==> config.mk <==
export PLATFORM = sky130hd
export DESIGN_NAME = fft_frame_buffer_flat
export DESIGN_NICKNAME = d
export VERILOG_FILES = /design/src/rtl/fft_pkg.sv /design/src/rtl/fft_frame_buffer_if.sv /design/src/rtl/fft_pingpong_ram.sv /design/src/rtl/fft_frame_buffer.sv /design/src/flat_wrapper.sv
export SDC_FILE = /design/constraint.sdc
export NUM_CORES = 1
export LEC_CHECK = 0
export ABC_CLOCK_PERIOD_IN_PS = 4750
export BUFFER_PORTS_ARGS = -buffer_cell sky130_fd_sc_hd__buf_2
export CORE_MARGIN = 2
export CORE_UTILIZATION = 62
export CTS_CLUSTER_DIAMETER = 120
export DETAILED_ROUTE_END_ITERATION = 8
export HOLD_SLACK_MARGIN = 0.05
export PLACE_DENSITY = 0.77
export SLEW_MARGIN = 25
export SYNTH_ARGS = -nofsm -noshare
export SYNTH_HDL_FRONTEND = slang
export SYNTH_HIERARCHICAL = 1
export SYNTH_SLANG_ARGS = --single-unit
==> constraint.sdc <==
create_clock -name clk -period 4.75 [get_ports clk]
set_clock_uncertainty 0.2 [all_clocks]
set_input_delay 0.7125 -clock clk [delete_from_list [all_inputs] [get_ports clk]]
set_output_delay 0.7125 -clock clk [all_outputs]
set_load 0.1 [all_outputs]
==> src/rtl/fft_pkg.sv <==
// Package shared by the FFT input framer and the FFT core.
// Holds the default data width and frame size, the replay FSM state type
// and the bit-reversal helper used to produce DIT input order.
package fft_pkg;

  localparam int FFT_DATA_W    = 24;
  localparam int FFT_LOG2N     = 4;
  localparam int FFT_MAX_LOG2N = 10;

  typedef enum logic {
    RD_IDLE   = 1'b0,
    RD_STREAM = 1'b1
  } rd_state_e;

  // Reverse the low log2n bits of value. The whole word is mirrored first,
  // then shifted down so the reversed field lands in the low bits again.
  // Bits of value at or above log2n must be zero.
  function automatic logic [FFT_MAX_LOG2N-1:0] bitrev(
    input logic [FFT_MAX_LOG2N-1:0] value,
    input int                       log2n
  );
    logic [FFT_MAX_LOG2N-1:0] mirrored;
    for (int i = 0; i < FFT_MAX_LOG2N; i++) begin
      mirrored[i] = value[FFT_MAX_LOG2N-1-i];
    end
    return mirrored >> (FFT_MAX_LOG2N - log2n);
  endfunction

endpackage

==> src/rtl/fft_frame_buffer_if.sv <==
// Stream bundle between a sample source/sink and fft_frame_buffer.
//   in_x/in_nd            : input sample and its new-data strobe
//   out_x/out_idx/out_nd  : replayed sample, its natural index, valid
//   out_ready             : downstream accept
//   out_first/out_last    : frame delimiters, qualified by out_nd
//   overflow              : one-cycle drop pulse
// slave  = the framer's view, master = the environment's view.
interface fft_frame_buffer_if
  import fft_pkg::*;
#(
  parameter int DATA_W = FFT_DATA_W,
  parameter int LOG2N  = FFT_LOG2N
);
  logic [DATA_W-1:0] in_x;
  logic              in_nd;
  logic [DATA_W-1:0] out_x;
  logic [LOG2N-1:0]  out_idx;
  logic              out_nd;
  logic              out_ready;
  logic              out_first;
  logic              out_last;
  logic              overflow;

  modport slave (
    input  in_x, in_nd, out_ready,
    output out_x, out_idx, out_nd, out_first, out_last, overflow
  );

  modport master (
    output in_x, in_nd, out_ready,
    input  out_x, out_idx, out_nd, out_first, out_last, overflow
  );
endinterface

==> src/rtl/fft_pingpong_ram.sv <==
// Two-bank frame store: 2*N words of DATA_W bits. The address MSB selects
// the bank. One synchronous write port, one asynchronous read port so the
// framer can load its output register in the same cycle it picks an address.
//   clk     : write clock
//   we_i    : write enable
//   waddr_i : {bank, index} write address
//   wdata_i : write data
//   raddr_i : {bank, index} read address
//   rdata_o : read data (combinational)
module fft_pingpong_ram
  import fft_pkg::*;
#(
  parameter int DATA_W = FFT_DATA_W,
  parameter int LOG2N  = FFT_LOG2N
) (
  input  logic              clk,
  input  logic              we_i,
  input  logic [LOG2N:0]    waddr_i,
  input  logic [DATA_W-1:0] wdata_i,
  input  logic [LOG2N:0]    raddr_i,
  output logic [DATA_W-1:0] rdata_o
);
  localparam int DEPTH = 2 << LOG2N;

  logic [DATA_W-1:0] mem_q [DEPTH];

  always_ff @(posedge clk) begin
    if (we_i) begin
      mem_q[waddr_i] <= wdata_i;
    end
  end

  assign rdata_o = mem_q[raddr_i];
endmodule

==> src/rtl/fft_frame_buffer.sv <==
// Ping-pong input framer for the streaming DIT FFT.
// Collects N = 2**LOG2N samples into one bank while the other bank is replayed
// (bit-reversed when BITREV=1, natural order otherwise) under ready/valid.
//   clk     : clock, all state on the rising edge
//   reset_n : asynchronous active-low reset
//   bus     : fft_frame_buffer_if.slave (input stream, output stream, overflow)
module fft_frame_buffer
  import fft_pkg::*;
#(
  parameter int DATA_W = FFT_DATA_W,
  parameter int LOG2N  = FFT_LOG2N,
  parameter bit BITREV = 1'b1
) (
  input logic               clk,
  input logic               reset_n,
  fft_frame_buffer_if.slave bus
);
  localparam int               N        = 1 << LOG2N;
  localparam logic [LOG2N-1:0] LAST_CNT = LOG2N'(N - 1);

  rd_state_e         state_q, state_d;
  logic [1:0]        full_q, full_d;
  logic              wr_bank_q, wr_bank_d;
  logic [LOG2N-1:0]  wr_cnt_q, wr_cnt_d;
  logic              rd_bank_q, rd_bank_d;
  logic [LOG2N-1:0]  rd_cnt_q, rd_cnt_d;
  logic [DATA_W-1:0] out_x_q, out_x_d;
  logic [LOG2N-1:0]  out_idx_q, out_idx_d;
  logic              out_nd_q, out_nd_d;
  logic              out_first_q, out_first_d;
  logic              out_last_q, out_last_d;
  logic              overflow_q, overflow_d;

  logic              xfer, last_xfer, load, wr_en;
  logic              ld_bank;
  logic [LOG2N-1:0]  ld_cnt, rd_addr;
  logic [DATA_W-1:0] ram_rdata;

  // Select what the output register loads this cycle. Kept separate from
  // the next-state logic because the RAM read data depends on it.
  always_comb begin
    xfer      = out_nd_q & bus.out_ready;
    last_xfer = xfer & out_last_q;
    load      = 1'b0;
    ld_bank   = rd_bank_q;
    ld_cnt    = '0;
    if (state_q == RD_IDLE) begin
      load = full_q[rd_bank_q];
    end else if (xfer) begin
      if (out_last_q) begin
        // Chain straight into the other bank when it is already waiting.
        ld_bank = ~rd_bank_q;
        load    = full_q[~rd_bank_q];
      end else begin
        load   = 1'b1;
        ld_cnt = rd_cnt_q + 1'b1;
      end
    end
  end

  assign rd_addr = BITREV ? LOG2N'(bitrev(FFT_MAX_LOG2N'(ld_cnt), LOG2N)) : ld_cnt;

  always_comb begin
    state_d     = state_q;
    full_d      = full_q;
    wr_bank_d   = wr_bank_q;
    wr_cnt_d    = wr_cnt_q;
    rd_bank_d   = rd_bank_q;
    rd_cnt_d    = rd_cnt_q;
    out_x_d     = out_x_q;
    out_idx_d   = out_idx_q;
    out_nd_d    = out_nd_q;
    out_first_d = out_first_q;
    out_last_d  = out_last_q;

    // A full bank still accepts a write in the cycle its last sample leaves.
    wr_en      = bus.in_nd &
                 (~full_q[wr_bank_q] | (last_xfer & (rd_bank_q == wr_bank_q)));
    overflow_d = bus.in_nd & ~wr_en;

    if (last_xfer) begin
      full_d[rd_bank_q] = 1'b0;
      rd_bank_d         = ~rd_bank_q;
    end

    if (wr_en) begin
      if (wr_cnt_q == LAST_CNT) begin
        wr_cnt_d          = '0;
        wr_bank_d         = ~wr_bank_q;
        full_d[wr_bank_q] = 1'b1;
      end else begin
        wr_cnt_d = wr_cnt_q + 1'b1;
      end
    end

    if (load) begin
      state_d     = RD_STREAM;
      rd_cnt_d    = ld_cnt;
      out_x_d     = ram_rdata;
      out_idx_d   = rd_addr;
      out_nd_d    = 1'b1;
      out_first_d = (ld_cnt == '0);
      out_last_d  = (ld_cnt == LAST_CNT);
    end else if (last_xfer) begin
      state_d     = RD_IDLE;
      out_nd_d    = 1'b0;
      out_first_d = 1'b0;
      out_last_d  = 1'b0;
    end
  end

  always_ff @(posedge clk or negedge reset_n) begin
    if (!reset_n) begin
      state_q     <= RD_IDLE;
      full_q      <= '0;
      wr_bank_q   <= 1'b0;
      wr_cnt_q    <= '0;
      rd_bank_q   <= 1'b0;
      rd_cnt_q    <= '0;
      out_x_q     <= '0;
      out_idx_q   <= '0;
      out_nd_q    <= 1'b0;
      out_first_q <= 1'b0;
      out_last_q  <= 1'b0;
      overflow_q  <= 1'b0;
    end else begin
      state_q     <= state_d;
      full_q      <= full_d;
      wr_bank_q   <= wr_bank_d;
      wr_cnt_q    <= wr_cnt_d;
      rd_bank_q   <= rd_bank_d;
      rd_cnt_q    <= rd_cnt_d;
      out_x_q     <= out_x_d;
      out_idx_q   <= out_idx_d;
      out_nd_q    <= out_nd_d;
      out_first_q <= out_first_d;
      out_last_q  <= out_last_d;
      overflow_q  <= overflow_d;
    end
  end

  fft_pingpong_ram #(
    .DATA_W (DATA_W),
    .LOG2N  (LOG2N)
  ) u_ram (
    .clk     (clk),
    .we_i    (wr_en),
    .waddr_i ({wr_bank_q, wr_cnt_q}),
    .wdata_i (bus.in_x),
    .raddr_i ({ld_bank, rd_addr}),
    .rdata_o (ram_rdata)
  );

  assign bus.out_x     = out_x_q;
  assign bus.out_idx   = out_idx_q;
  assign bus.out_nd    = out_nd_q;
  assign bus.out_first = out_first_q;
  assign bus.out_last  = out_last_q;
  assign bus.overflow  = overflow_q;
endmodule

==> src/flat_wrapper.sv <==
// flat-port wrapper written by rule: the top's interface ports become plain ports
module fft_frame_buffer_flat import fft_pkg::*;
#(
  parameter int DATA_W = FFT_DATA_W,
  parameter int LOG2N  = FFT_LOG2N,
  parameter bit BITREV = 1'b1
)
  (clk, reset_n, bus_in_x, bus_in_nd, bus_out_ready, bus_out_x, bus_out_idx, bus_out_nd, bus_out_first, bus_out_last, bus_overflow);
  fft_frame_buffer_if #(.DATA_W(DATA_W), .LOG2N(LOG2N)) bus_i ();
  input logic clk;
  input logic reset_n;
  input wire logic [$bits(bus_i.in_x)-1:0] bus_in_x;
  input wire logic [$bits(bus_i.in_nd)-1:0] bus_in_nd;
  input wire logic [$bits(bus_i.out_ready)-1:0] bus_out_ready;
  output wire logic [$bits(bus_i.out_x)-1:0] bus_out_x;
  output wire logic [$bits(bus_i.out_idx)-1:0] bus_out_idx;
  output wire logic [$bits(bus_i.out_nd)-1:0] bus_out_nd;
  output wire logic [$bits(bus_i.out_first)-1:0] bus_out_first;
  output wire logic [$bits(bus_i.out_last)-1:0] bus_out_last;
  output wire logic [$bits(bus_i.overflow)-1:0] bus_overflow;
  assign bus_i.in_x = bus_in_x;
  assign bus_i.in_nd = bus_in_nd;
  assign bus_i.out_ready = bus_out_ready;
  assign bus_out_x = bus_i.out_x;
  assign bus_out_idx = bus_i.out_idx;
  assign bus_out_nd = bus_i.out_nd;
  assign bus_out_first = bus_i.out_first;
  assign bus_out_last = bus_i.out_last;
  assign bus_overflow = bus_i.overflow;
  fft_frame_buffer #(.DATA_W(DATA_W), .LOG2N(LOG2N), .BITREV(BITREV)) u_core (.clk(clk), .reset_n(reset_n), .bus(bus_i));
endmodule
==> results.tsv <==
stage	metric	value	unit
synthesis	mean post-synth cell area	17.5	µm²
min_path	min-delay worst type	input pin to async pin	
route	initial DRC count	1967	
cts	Clock Sinks	808	
synthesis	Synth Flop Type	edfxtp_1	
route	final wirelength	78.3	mm
critical_path	Startpoint Class	flop	
critical_path	critical path required time	5.04	ns
cts	Hold Buf Count CTS	0	
global_route	largest net degree at the start of global routing	91	
synthesis	Cell Area, Synth	0.0318	mm²
final_layout	post-layout util	70.7	%
critical_path	RR Startpoint	u_core/bus.out_nd	
status	outcome	finished, final reports clean	
sta	min cycle time layout	3.54	ns
route	met2 WL post-DR	37.1	mm
synthesis	most common cell in the netlist	edfxtp_1	
final_layout	layout cell share with drive strength beyond 1	15.3	%
place	I/O Buffers	59	
route	DRC errors left	0	
sta	worst slew pin tran	0.940	ns
place	RePlAce Congestion	0.834	
sta	setup TNS	0	ns
synthesis	largest area contributor in the netlist	edfxtp_1	
flow_run	Max Cap Viol	0	
cts	CTS H-tree lvls	3	
cts	post_cts resized	0	
global_route	GRT Util Overall	29.7	%
synthesis	Mapped Cells	1822	
synthesis	unique cell type count in the Yosys netlist	46	
final_layout	Layout area overhead	13.4	%
synthesis	proportion of synthesized area in mux cells	13.2	%
synthesis	Synth Area in Adders	0.0786	%
sta	fmax	0.283	GHz
synthesis	most frequent cells after synthesis	768 x edfxtp_1, 386 x mux2i_1, 87 x nand2_1, 77 x a21oi_1, 76 x nand3_1	
route	drt wl/cell	29.2	µm
sta	Final Max Slew Viols	0	
route	via/cell ratio	6.52	
sta	Tcrit/Tclk final	74.4	%
route	routed via count	17500	
critical_path	CP Capture Type	flop	
floorplan	die width	231	µm
sta	final hold vios	0	
critical_path	crit path capture	u_core/bus.out_x[1]	
critical_path	CP peak stage delay	0.66	ns
power	VDD IR max	0.000571	V
critical_path	setup slack, reg-to-reg	1.21	ns
synthesis	EDFF count, synth	768	
sta	normalized max-slew margin	37.3	%
cts	Clock Tree Buf Depth	3	
power	leakage	11.6	nW
floorplan	Starting Density	62.4	%
route	Detailed Routing Iterations Pass 1	5	
place	dpl ws	0.966	ns
critical_path	R2R cell count	10	
final_layout	filler instances	3102	
synthesis	top cells by area, synth	edfxtp_1 72%, mux2i_1 12%, dfrtp_1 3.1%	
critical_path	crit path cell chain	nand2_1 > nor2_1 > and2_1 > and2_4 > buf_4 > a22o_1 > nor3_1 > a31oi_1 > nand3_1 > mux2_4	
global_route	antenna violations before repair	6	
route	ANT nets after route	0	
cts	clock root cell	clkbuf_16	
floorplan	Die Ht	231	µm
global_route	vias in the first global route	17300	
critical_path	slowest cell on the critical path	and2_4	
synthesis	compound-gate portion of the synthesized area	5.10	%
route	Metal-1 WL	30.2	mm
synthesis	ys async rst share	4.95	%
synthesis	sequential fraction of the synthesis area	75.6	%
route	met3 WL post-DR	7.09	mm
synthesis	area share of xor/xnor cells in the synthesized design	0.110	%
floorplan	Core ar.	0.0510	mm²
floorplan	num rows	83	
floorplan	I/O pins	60	
synthesis	Synth warnings	6	
cts	Setup Buffers After CTS	0	
synthesis	Post-Synth Simple-Gate Area	3.70	%
floorplan	total die area	0.0531	mm²
critical_path	CP startpoint	u_core/bus.out_nd	
critical_path	Crit Path Max Fanout	37	
critical_path	critical path class	flop to flop	
sta	final setup margin	1.21	ns
global_route	gr ovfl total	0	
place	HPWL Detailed	44.4	mm
cts	clk_lat worst skew	0.62	ns
critical_path	CP Data Arrival Time	3.82	ns
critical_path	r2r endpoint	u_core/bus.out_x[1]	
cts	CTS buffer count	78	
synthesis	syn_nets	1852	
synthesis	number of synthesized register bits	808	
global_route	first-pass GRT wire length	113	mm
sta	unrepaired setup endpoints after global routing	false	
synthesis	largest family of logic cells by synthesized area	multiplexers	
route	Max Used Layer	met4	
cts	Clock transition at path regs	0.06	ns
final_layout	Final #Nets	1969	
synthesis	top cell type's share of synthesized area	72.5	%
cts	TritonCTS clock tree	done	
power	Pwr Density	566	mW/mm²
sta	Final setup viols	0	
[where the power goes]
group / switching [mW] / leakage, nW / internal [mW] / total, mW
registers: 0.276 / 7.40 / 8.31 / 8.59
logic: 3.88 / 3.01 / 1.92 / 5.80
clock network: 2.52 / 1.20 / 3.50 / 6.03
[registers in the layout (all words and copies together) (netlist names), 2 cells and up]
signal / flops
u_core/rd_cnt_q: 3
u_core/full_q: 2
u_core/bus.out_x: 24
u_core/wr_cnt_q: 4
u_core/u_ram/mem_q: 768
[kinds of logic (layout without fill, tap and decap cells)]
kind of cell,count (synthesis),count (layout)
AOI/OAI and AO/OA,237,237
xor gates and xnor gates,4,4
adders and majority gates,2,2
buffers and inverters,107,282
DFF,808,808
muxes,410,410
other,0,3
and+or+nand+nor,254,254
[cell type report]
class | count | area [µm²] | share of cell area (%)
inverters | 5 | 23.8 | 0.0659
multi-input cells | 907 | 7350 | 20.4
clock inverters | 29 | 313 | 0.867
flip-flops and latches | 808 | 24100 | 66.7
well taps | 680 | 851 | 2.36
diodes | 3 | 7.51 | 0.0208
repair buffers | 139 | 1310 | 3.63
clock buffers | 109 | 2160 | 5.99
[worst min-delay path by stage]
stage                           endpoint  slack [ns]  depth (start not counted)
floorplan           u_core/bus.out_first        0.22                          0
global placement    u_core/bus.out_x[20]        0.28                          1
detailed placement  u_core/bus.out_first        0.28                          1
CTS                 u_core/bus.out_x[19]        0.06                          2
global route        u_core/bus.out_x[19]        0.10                          2
finish              u_core/bus.out_x[16]        0.06                          2
[layer usage]
layer | track usage [%] | vias up
li1 | - | 7432
met1 | 40.6 | 8915
met2 | 47.0 | 932
met3 | 5.35 | 206
met4 | 14.3 | 0
met5 | 0 | -
[worst max-delay path, delay by kind of cell (launching register included)]
| family | cells | cell delay (ns) |
|---|---|---|
| and+or+nand+nor | 6 | 1.57 |
| AOI/OAI and AO/OA | 2 | 0.48 |
| DFF | 1 | 0.51 |
| buffers and inverters | 1 | 0.33 |
| muxes | 1 | 0.28 |
[cell usage in the layout (no fill, tap or decap), types with 34 or more instances in the layout]
cell type,synthesis,routed
edfxtp_1,768,768
mux2i_1,386,386
nand2_1,87,87
clkbuf_16,0,81
a21oi_1,77,77
nand3_1,76,76
a22oi_1,73,73
buf_2,30,59
a22o_1,48,48
buf_4,13,47
dfrtp_1,40,40
nor2_4,0,34
[stage by stage]
stage / hold WS [ns] / cell area, µm² / instances / power (mW)
global route: 0.104 / 36100 / 2677 / 21.0
CTS: 0.0647 / 36100 / 2677 / 20.4
detailed placement: 0.283 / 33600 / 2539 / 14.4
finish: 0.0647 / 36100 / 2680 / 20.4
floorplan: 0.217 / 31800 / 1822 / 12.7
global placement: 0.276 / 33600 / 2539 / 14.3
Note: power is estimated with default switching activity, not from simulation.
